## config.mk

```make
export PLATFORM = sky130hd
export DESIGN_NAME = vmm_row_mac
export DESIGN_NICKNAME = d
export VERILOG_FILES = /design/src/rtl/vmm_row_mac.sv
export SDC_FILE = /design/constraint.sdc
export NUM_CORES = 1
export LEC_CHECK = 0
export BUFFER_PORTS_ARGS = -buffer_cell sky130_fd_sc_hd__buf_2
export CAP_MARGIN = 20
export CORE_AREA = 2 2 188 375
export CTS_CLUSTER_SIZE = 8
export DETAILED_ROUTE_END_ITERATION = 10
export DIE_AREA = 0 0 190 377
export PLACE_DENSITY = 0.62
export SETUP_SLACK_MARGIN = 0.1
export SYNTH_ARGS = -nofsm -noshare
export SYNTH_HDL_FRONTEND = slang
export SYNTH_SLANG_ARGS = --single-unit
```

## constraint.sdc

```tcl
create_clock -name Clk -period 20.1 [get_ports Clk]
set_clock_uncertainty 0.05 [all_clocks]
set_input_delay 2.01 -clock Clk [delete_from_list [all_inputs] [get_ports Clk]]
set_output_delay 2.01 -clock Clk [all_outputs]
set_load 0.05 [all_outputs]
```

## src/rtl/vmm_row_mac.sv

```systemverilog
// vmm_row_mac: reads one VEC_LEN-element vector x from the upstream input FIFO
// and computes y[r] = sum_c W[r][c]*x[c] for every row r, one signed MAC per
// cycle. It streams the ROWS results out over a valid/ready port. W is a
// register file that can only be written while the block is idle.
//
// Ports:
//   Clk, Rst_n            clock (rising edge), async active-low reset
//   Start                 1-cycle pulse that starts one vector (IDLE only)
//   fifo_data/empty/rd    FIFO read side; fifo_rd is combinational
//   w_we/w_addr/w_data    weight write, index = r*VEC_LEN + c (IDLE only)
//   res_valid/ready       result handshake
//   res_data/res_idx      signed y[r] and its row index r
//   busy                  high in every state except IDLE
//   done                  1-cycle pulse after the last result is accepted
module vmm_row_mac #(
  parameter int DATA_W  = 16,
  parameter int VEC_LEN = 4,
  parameter int ROWS    = 4,
  localparam int ACC_W  = 2 * DATA_W + $clog2(VEC_LEN),
  localparam int WA_W   = $clog2(ROWS * VEC_LEN),
  localparam int RI_W   = (ROWS > 1) ? $clog2(ROWS) : 1
) (
  input  logic              Clk,
  input  logic              Rst_n,
  input  logic              Start,
  input  logic [DATA_W-1:0] fifo_data,
  input  logic              fifo_empty,
  output logic              fifo_rd,
  input  logic              w_we,
  input  logic [WA_W-1:0]   w_addr,
  input  logic [DATA_W-1:0] w_data,
  output logic              res_valid,
  input  logic              res_ready,
  output logic [ACC_W-1:0]  res_data,
  output logic [RI_W-1:0]   res_idx,
  output logic              busy,
  output logic              done
);

  // The column counter needs one extra bit so that it can hold VEC_LEN.
  localparam int CW = $clog2(VEC_LEN + 1);
  localparam int CI = (VEC_LEN > 1) ? $clog2(VEC_LEN) : 1;

  typedef enum logic [2:0] {S_IDLE, S_LOAD, S_MAC, S_OUT, S_FIN} state_e;

  state_e                    state_q, state_d;
  logic [CW-1:0]             col_q, col_d;
  logic [RI_W-1:0]           row_q, row_d;
  logic signed [ACC_W-1:0]   acc_q, acc_d;
  logic signed [DATA_W-1:0]  w_q [ROWS*VEC_LEN];
  logic signed [DATA_W-1:0]  x_q [VEC_LEN];

  logic                      w_wr;
  logic                      x_wr;
  logic [CI-1:0]             col_i;
  logic [WA_W-1:0]           w_idx;
  logic signed [2*DATA_W-1:0] prod;

  assign col_i = col_q[CI-1:0];
  assign w_idx = WA_W'(row_q) * WA_W'(VEC_LEN) + WA_W'(col_i);
  assign prod  = w_q[w_idx] * x_q[col_i];

  assign res_valid = (state_q == S_OUT);
  assign res_data  = acc_q;
  assign res_idx   = row_q;
  assign busy      = (state_q != S_IDLE);
  assign done      = (state_q == S_FIN);
  assign fifo_rd   = (state_q == S_LOAD) && !fifo_empty && (col_q < CW'(VEC_LEN));

  always_comb begin
    state_d = state_q;
    col_d   = col_q;
    row_d   = row_q;
    acc_d   = acc_q;
    w_wr    = 1'b0;
    x_wr    = 1'b0;
    case (state_q)
      S_IDLE: begin
        w_wr = w_we;
        if (Start) begin
          state_d = S_LOAD;
          col_d   = '0;
        end
      end
      S_LOAD: begin
        if (fifo_rd) begin
          x_wr  = 1'b1;
          col_d = col_q + 1'b1;
          // Leave LOAD on the edge of the last pop, so that exactly VEC_LEN
          // elements are taken from the FIFO.
          if (col_q == CW'(VEC_LEN - 1)) begin
            state_d = S_MAC;
            col_d   = '0;
            row_d   = '0;
            acc_d   = '0;
          end
        end
      end
      S_MAC: begin
        // The size cast sign-extends the full-precision product.
        acc_d = acc_q + ACC_W'(prod);
        col_d = col_q + 1'b1;
        if (col_q == CW'(VEC_LEN - 1)) begin
          state_d = S_OUT;
          col_d   = '0;
        end
      end
      S_OUT: begin
        if (res_ready) begin
          if (row_q == RI_W'(ROWS - 1)) begin
            state_d = S_FIN;
          end else begin
            state_d = S_MAC;
            row_d   = row_q + 1'b1;
            col_d   = '0;
            acc_d   = '0;
          end
        end
      end
      S_FIN:   state_d = S_IDLE;
      default: state_d = S_IDLE;
    endcase
  end

  always_ff @(posedge Clk or negedge Rst_n) begin
    if (!Rst_n) begin
      state_q <= S_IDLE;
      col_q   <= '0;
      row_q   <= '0;
      acc_q   <= '0;
      for (int unsigned i = 0; i < unsigned'(ROWS * VEC_LEN); i++) w_q[i[WA_W-1:0]] <= '0;
      for (int unsigned i = 0; i < unsigned'(VEC_LEN); i++) x_q[i[CI-1:0]] <= '0;
    end else begin
      state_q <= state_d;
      col_q   <= col_d;
      row_q   <= row_d;
      acc_q   <= acc_d;
      if (w_wr) w_q[w_addr] <= w_data;
      if (x_wr) x_q[col_i] <= fifo_data;
    end
  end

endmodule

```

---- Word level (Yosys, flattened, before mapping) ----
Cells that the tools add are included.
Widths: inputs -> output; s select.
word-level totals
  register bits ........................... 362
  input bits .............................. 42
  output and inout port bits .............. 40
  word-level logic and storage cells ...... 102
operators by class
  bitwise gates (word level) .............. 3
  magnitude comparators ................... 6
  reduce and logical (&&, ||, !) cells .... 14
  equality and inequality tests ........... 12
  muxes and demuxes ....................... 38
  $mul .................................... 1
  add/subtract/negate cells ............... 4
operators by type and width
  kind                number
  $bwmux 256          1
  $mux 34             4
  $pmux 34 s3         1
  $mux 16             6
  $bmux 16 s4         1
  $bwmux 64           1
  $demux 16 s4        1
  $add 34x32->34      1
  $mux 3              11
  $bmux 16 s2         1
  $demux 16 s2        1
  $mul 16x16->32      1
  $pmux 3 s4          2
  $reduce_and 5->1    4
  $ge 5x5->1 const B  2
  $not 4->5           2
  $eq 3x2->1 const B  3
  $mux 2              4
  $ne 2x2->1 const B  4
  $reduce_bool 3->1   2
  $lt 5x1->1 const B  1
  $add 4x2->4         1
  $logic_and 1x1->1   4
  $ne 2x1->1 const B  2
  15 further kinds    17

---- Longest topological paths before layout ----
Gate-level depths: netlist of the first run.
  depth after elaboration ................. 8
  depth in mapped cells ................... 30
  mapped depth without buffers ............ 26

---- Worst setup path after synthesis of the first run ----
OpenSTA, ideal clock, no wires.
  path type ............................... flip-flop to flip-flop
  start ................................... reg col_q[1]
  end ..................................... reg acc_q[32] (netlist: res_data[32])
  arrival time ............................ 7.093 ns
  setup time .............................. 0.134 ns
  required time ........................... 19.916 ns
  slack ................................... 12.824 ns
  buffers on the path ..................... 5
  cell stages (with the launch flop) ...... 28
  clock period less this slack ............ 7.276 ns
  path through ............................ dfrtp_1 -> buf_2 -> buf_2 -> buf_2 -> buf_2 -> mux2_2 -> o21ai_1 -> clkbuf_1 -> nor2_1 -> fa_1 -> inv_1 -> fa_1 -> fa_1 -> inv_1 -> fa_1 -> fa_1 -> inv_1 -> fa_1 -> inv_1 -> ha_1 -> o21a_1 -> o211ai_1 -> a211oi_1 -> a211o_1 -> a41oi_1 -> o21ai_0 -> xnor2_1 -> o21ai_0
on the way
  longest elaborated chain between the ends .. 8
  elaborated cells between the ends (all ways) .. 18
  classes of those cells .................. add/sub: 2; mul: 1; order compare: 1; eq/ne: 3; mux: 7; bitwise: 2; reduce/logical: 2
ends and longest elaborated chain
  item                                         RTL line  text
  start: declaration                           47        logic [CW-1:0] col_q, col_d;
  start signal: assignment                     135       col_q <= col_d;
  $add 4x2->4                                  60        assign w_idx = WA_W'(row_q) * WA_W'(VEC_LEN) + WA_W'(col_i);
  $not 4->5 (not written as such)              61        assign prod = w_q[w_idx] * x_q[col_i];
  $bmux 16 s4                                  61
  $mux 16 (not written as such) (2 in series)  61
  $mul 16x16->32                               61
  $add 34x32->34                               101       acc_d = acc_q + ACC_W'(prod);
  $pmux 34 s3                                  77        case (state_q)
  end signal: assignment                       130       acc_q <= '0;
  end signal: assignment                       137       acc_q <= acc_d;
  end: declaration                             49        logic signed [ACC_W-1:0] acc_q, acc_d;
Several ways; a longest one is shown, not always the timed one. The select of a mux whose other input is x is not followed.
A chain may end at the register's enable or synchronous reset.

---- Final worst setup path of the first run ----
  start ................................... reg col_q[0]
  end ..................................... reg acc_q[32] (netlist: res_data[32])
Same word-level chain as after synthesis.

==> summary.md, run 1 <==
| Metric | Value |
|---|---|
| CP cell instances | buf_4, mux4_2, mux2_2, o21ai_1, nor2_1, fa_1, inv_1, fa_1, inv_1, fa_1, fa_1, fa_1, inv_1, fa_1, inv_1, ha_1, a21oi_1, o2111ai_1, a21o_1, a211o_1, a41oi_1, o21ai_0, xnor2_1, o21ai_0 |
| Yosys top cell by area | dfrtp_1 |
| Count leader, synth | inv_1 |
| Cells after Synth | 2287 |
| CTS tree | yes |
| Synthesized area per cell | roughly 12 µm² |
| Htree depth | 2 |
| Bufs on Longest Clock Path | 3 |
| Top cell type's share of synthesized area | 0.332 |
| Die Width | between 150 and 200 µm |
| Total CTS buffers | 51 |
| Crit-path max FO | 39 |
| Die Area | about 72000 µm² |
| Initial DRC count | 740 |
| Total Wirelength | roughly 70000 µm |
| Count of final hold-check violations | 0 |
| Vias in the first global route | 19752 |
| Element type at the critical path end | flip-flop |
| CP dominant cell by count | fa_1 |
| DRC Markers | 0 |
| Site Rows | between 100 and 150 |
| Worst slew pin tran | ~1200 ps |
| Area of the multi-input gates | 16300 µm² |
| Largest net degree at the start of global routing | around 140 |
| Routed Antenna Nets | 0 |
| Distinct cells, synth | a little over 60 |
| Kind of critical path | reg2reg |
| Reg area | just over 9000 µm² |
| Max cap viols | 0 |
| Core Region | 68600 µm² |
| Synth warn | 0 |
| Cell Area, Synth | 27300 µm² |
| Die Y | about 380 µm |
| Critical Path AT | around 10000 ps |
| Starting density of the core | 0.398 |
| Final nets | roughly 2800 |
| # setup viols final | 0 |
| Crit-path slowest cell | dfrtp_4 |
| Worst setup SP type | flip-flop |
| Avg WL per Cell | 21.6 µm |
| Max Freq | roughly 100 MHz |
| Area Growth Syn to Fin | 9.92% |
| Synth top area cells | dfrtp_1 33%, fa_1 22%, mux2_2 14% |
| Post-synth EDFFs | 0 |
| Synth cell count leaders | 371 x inv_1, 362 x dfrtp_1, 333 x mux2_2, 305 x fa_1, 194 x nand2_1 |
| Ys async rst share | 1.00 |
| Post-CTS resize count | 0 |
| Worst path required time | roughly 20000 ps |
| Gr usage total | 0.204 |
| Post-CTS Hold Buffers | 0 |
| Post-CTS Setup Bufs | 0 |
| Register clock-pin slew on the reported worst setup and hold paths | ~50 ps |
| CTS sink cnt | approximately 360 |
| I/O Pins | a little over 80 |
| Number of I/O port buffers | 81 |
| Slew HR | 0.191 |
| Via count | roughly 17000 |
| Drt first pass iters | 5 |
| Max-slew violations | 0 |
| Sequential-to-total area share from yosys stat | 0.332 |
| Main synth FF type | dfrtp_1 |
| Crit share post-route | 0.490 |
| Number of synthesized register bits | around 360 |
| Final TNS setup | 0 ps |
| Vias per cell | 5.28 |
| Layout cells sized above 1 | 0.259 |
| Syn Nets | approximately 2700 |
| Total grt overflow | 0 |
| Min Tclk post-route | ~10000 ps |
| Unrepaired setup endpoints after global routing | false |
| Root cell of the clock tree | clkbuf_16 |
| Global-route wire length before repair | about 110000 µm |
| RD Place Congestion | just over 0.9 |
| Clk Latency, worst-skew pair | about 620 ps |
| Worst hold path type | reg2reg |
| Filler instances | 6297 |
| Antenna violations before repair | 9 |
| CP max stage delay | ~950 ps |
| Dpl hpwl | 53400 µm |
| Outcome | completed |
[routing by layer]
| layer | vias up | routed length [µm] | track usage |
|---|---|---|---|
| met1 | 8997 | 24000 | 0.205 |
| met5 | - | 75 | 0 |
| met4 | 10 | 4740 | 0.124 |
| met2 | 401 | 39100 | 0.391 |
| li1 | 7536 | - | - |
| met3 | 234 | 2260 | 0.0260 |
[flip-flops by register name, indices dropped and copies added (netlist names)]
signal and count:
res_data 34, col_q 3, res_idx 2, x_q 64, w_q 256, state_q 3
[worst max-delay path: cells and delay by family (launching register included)]
family                   cells  cell delay, ps
adder cells (fa/ha/maj)      7            3390
multiplexers                 2             890
AND/OR/NAND/NOR              1             200
XOR/XNOR                     1             160
AO/OA/AOI/OAI                8            3040
flip-flops                   1             950
buffers and inverters        5             950
[final timing paths]
path / start / cells after the start / end / slack (ps)
worst max-delay path: col_q[0] / 24 / res_data[32] / 10260
worst min-delay path: x_q[36] / 1 / x_q[36] / 450
worst max register to register: col_q[0] / 24 / res_data[32] / 10260
worst min register to register: x_q[36] / 1 / x_q[36] / 450
max in group asynchronous: Rst_n / 4 / x_q[41] / 16200
min in group asynchronous: Rst_n / 1 / w_q[224] / 1460
[cell families after synthesis]
kind of cell,after synthesis,share of synthesized area
xor gates and xnor gates,38,0.0122
AOI/OAI and AO/OA,155,0.0366
buffers and inverters,479,0.0696
and+or+nand+nor,411,0.0656
muxes,430,0.211
adders and majority gates,412,0.273
DFF,362,0.332
[stage by stage]
step / instance area, µm² / setup slack (ps) / hold WS [ps] / instances / utilization
global placement: 28600 / 10310 / 429 / 3190 / 0.417
global route: 30000 / 9830 / 457 / 3251 / 0.437
detailed placement: 28600 / 10320 / 437 / 3190 / 0.417
finish: 30000 / 10260 / 446 / 3253 / 0.437
CTS: 30000 / 10290 / 448 / 3249 / 0.437
floorplan: 27300 / 12820 / 420 / 2287 / -
[area by class of cell]
| cell class | count | share of cell area |
|---|---|---|
| Multi-Input combinational cell | 1446 | 0.545 |
| Sequential cell | 362 | 0.302 |
| Inverter | 372 | 0.0466 |
| Clock buffer | 55 | 0.0434 |
| Tap cell | 897 | 0.0374 |
| Timing Repair Buffer | 114 | 0.0228 |
| Clock inverter | 4 | 0.00238 |
| Antenna cell | 3 | 0.000250 |
[cells in the final DEF, fill, tap and decap left out, types with 14 or more instances in the layout]
cell type	netlist	routed
a21oi_1	30	30
and2_1	14	14
buf_2	34	80
buf_4	4	32
clkbuf_16	0	51
dfrtp_1	362	360
fa_1	305	305
ha_1	107	107
inv_1	371	371
mux2_2	333	333
mux2i_1	14	14
mux4_2	82	82
nand2_1	194	194
nor2_1	121	121
nor2b_1	22	22
o21ai_0	46	44
o21ai_1	13	14
xnor2_1	22	22
xor2_1	16	16
Power of run 1 is left out: the tool's default activity adds up to more than one toggle a clock period on the data nets, which glitch-free logic cannot reach.
==> inputs of run 2 (changes only) <==
--- a/config.mk
+++ b/config.mk
@@ -5,12 +5,13 @@
 export SDC_FILE = /design/constraint.sdc
 export NUM_CORES = 1
 export LEC_CHECK = 0
+export ABC_AREA = 1
 export BUFFER_PORTS_ARGS = -buffer_cell sky130_fd_sc_hd__buf_2
 export CAP_MARGIN = 20
-export CORE_AREA = 2 2 188 375
+export CORE_AREA = 2 2 190 379
 export CTS_CLUSTER_SIZE = 8
 export DETAILED_ROUTE_END_ITERATION = 10
-export DIE_AREA = 0 0 190 377
+export DIE_AREA = 0 0 192 381
 export PLACE_DENSITY = 0.62
 export SETUP_SLACK_MARGIN = 0.1
 export SYNTH_ARGS = -nofsm -noshare
==> constraint.sdc (replaced) <==
create_clock -name Clk -period 9.35 [get_ports Clk]
set_clock_uncertainty 0.05 [all_clocks]
set_input_delay 0.935 -clock Clk [delete_from_list [all_inputs] [get_ports Clk]]
set_output_delay 0.935 -clock Clk [all_outputs]
set_load 0.05 [all_outputs]
==> summary.md, run 2 <==
| Metric | Value |
|---|---|
| Critical Path AT | between 8000 and 9000 ps |
| Vias per cell | 5.24 |
| Design area | between 30000 and 40000 µm² |
| I/O Pins | between 80 and 90 |
| Top cell type's share of synthesized area | 0.324 |
| Placed cell area | just under 30000 µm² |
| Final nets | between 3000 and 4000 |
| Post-synth EDFFs | 0 |
| Worst slew pin tran | 1100 ps |
| Slew HR | 0.266 |
| Commonest non-fill, non-tap cell in the layout | nand2_1 |
| Die Width | between 150 and 200 µm |
| Bufs on Longest Clock Path | 3 |
| Synth cell count leaders | 636 x nand2_1, 534 x inv_1, 394 x o21ai_0, 362 x dfrtp_1, 331 x nor2_1 |
| FF-to-FF End | res_data[33] |
| Crit-path max FO | between 60 and 70 |
| # setup viols final | 0 |
| Starting density of the core | 0.397 |
| Global-route wire length before repair | ~130000 µm |
| Element type at the critical path end | flip-flop |
| Cell Area, Synth | around 28000 µm² |
| DRC Markers | 0 |
| CP Launch Point | col_q[0] |
| Total grt overflow | 0 |
| Worst path required time | 9780 ps |
| Reg2reg path depth | 26 |
| Total Wirelength | roughly 78000 µm |
| Sequential-to-total area share from yosys stat | 0.324 |
| Antenna violations before repair | 2 |
| Gr usage total | 0.221 |
| Post-synthesis mux area share | 0 |
| Synth top area cells | dfrtp_1 32%, fa_1 22%, nand2_1 8.5% |
| Clk Latency, worst-skew pair | 610 ps |
| Number of I/O port buffers | 81 |
| Main synth FF type | dfrtp_1 |
| Synth warn | 0 |
| RD Place Congestion | around 0.92 |
| Count leader, synth | nand2_1 |
| Routed Antenna Nets | 0 |
| Commonest non-fill, non-tap cells in the layout | 636 x nand2_1, 534 x inv_1, 394 x o21ai_0 |
| Final TNS setup | 0 ps |
| Initial DRC count | about 2000 |
| Site Rows | 138 |
| Avg WL per Cell | 18.3 µm |
| Htree depth | 2 |
| Max-slew violations | 0 |
| Crit-path slowest cell | dfrtp_4 |
| Post-Synth XOR/XNOR Area | 0.000939 |
| Die Y | between 300 and 400 µm |
| Worst hold path type | in2async |
| Syn Nets | ~3800 |
| Area Growth Syn to Fin | 9.20% |
| Post-CTS resize count | 0 |
| Distinct cells, synth | 48 |
| Total CTS buffers | between 50 and 60 |
| Reg2Reg Launch Point | col_q[0] |
| Reg with most FFs | w_q |
| Post-synthesis simple-gate area fraction | 0.170 |
| Die Area | ~73000 µm² |
| Number of synthesized register bits | 362 |
| Largest family of logic cells by synthesized area | adder cells |
| Setup slack, reg-to-reg | 990 ps |
| Core Region | 70400 µm² |
| Vias in the first global route | between 20000 and 25000 |
| Count of final hold-check violations | 0 |
| CP dominant cell by count | fa_1 |
| CTS sink cnt | 362 |
| Dpl hpwl | roughly 55000 µm |
| Yosys top cell by area | dfrtp_1 |
| Crit share post-route | 0.894 |
| Compound-Gate Fraction of Synth Area | 0.134 |
| Layout cells sized above 1 | 0.0770 |
| Kind of critical path | reg2reg |
| Worst setup SP type | flip-flop |
| Adder-Cell Fraction of Synth Area | 0.266 |
| Register clock-pin slew on the reported worst setup and hold paths | around 50 ps |
| Unrepaired setup endpoints after global routing | false |
| CP max stage delay | a little under 900 ps |
| Synthesized area per cell | approximately 8.4 µm² |
| Drt first pass iters | 6 |
| Max reg flops | between 200 and 300 |
| Via count | approximately 22000 |
| Post-CTS Setup Bufs | 0 |
| CTS tree | yes |
| Ys async rst share | 1.00 |
| Largest net degree at the start of global routing | between 150 and 200 |
| Outcome | completed |
| Max Freq | about 120 MHz |
| Cells after Synth | around 3300 |
| Root cell of the clock tree | clkbuf_16 |
| Min Tclk post-route | between 8000 and 9000 ps |
| Post-CTS Hold Buffers | 0 |
| Max cap viols | 0 |
-- run 2: cell types whose count changed after synthesis, sizes merged, moves of 17 or more --
cell    change
mux2      -333
inv       +174
buf        +67
nand2     +449
a21oi     +192
nor2      +208
nor2b      -22
xnor2      -19
o21ai     +351
clkbuf     -17
mux4       -83
nand3     +116
-- run 2: through the flow --
step                       util  hold slack [ps]  worst slack [ps]  instances
after global routing      0.434              437               335       4274
final                     0.434              363               991       4274
after global placement    0.412              409              1180       4209
after detailed placement  0.413              414              1090       4210
after floorplan               -              395              2800       3338
after CTS                 0.432              405              1060       4269
-- run 2: final cells by class --
cell class | count | area, µm²
timing repair buffer | 123 | 852
sequential | 362 | 9060
multi-input combinational | 2257 | 16000
tap | 910 | 1140
antenna | 1 | 2.50
clock inverter | 4 | 71.3
inverter | 562 | 2110
clock buffer | 55 | 1300
fill | 7111 | 39900
-- run 2: cell families (layout without fill, tap and decap cells) --
group                    Yosys count  count (layout)
AND/OR/NAND/NOR                 1154            1154
buffers and inverters            719             744
AO/OA/AOI/OAI                    688             688
adder cells (fa/ha/maj)          412             412
flip-flops                       362             362
XOR/XNOR                           3               3
other                              0               1
-- run 2: metal layers --
layer  wire (µm)  GRT usage  share of wire
met5           0          0              0
met4        2320     0.0656          0.030
met3        5350     0.0338          0.068
met2       36800      0.356           0.47
met1       33700      0.308           0.43
-- run 2: how the worst max path moves through the flow --
stage | to | slack [ps]
2_1_floorplan | res_data[32] | 2800
3_3_place_gp | res_data[32] | 1180
3_5_place_dp | res_data[33] | 1090
4_1_cts | res_data[33] | 1060
5_1_grt | res_data[33] | 330
6_report | res_data[33] | 990
-- run 2: critical path: cells and delay by family (launching register included) --
family                     cells  cell delay (ps)
AOI/OAI and AO/OA              6             1570
buffers and inverters          6             1140
adders and majority gates      7             3170
DFF                            1              880
and+or+nand+nor                7             1360
Power of run 2 is left out for the same reason.
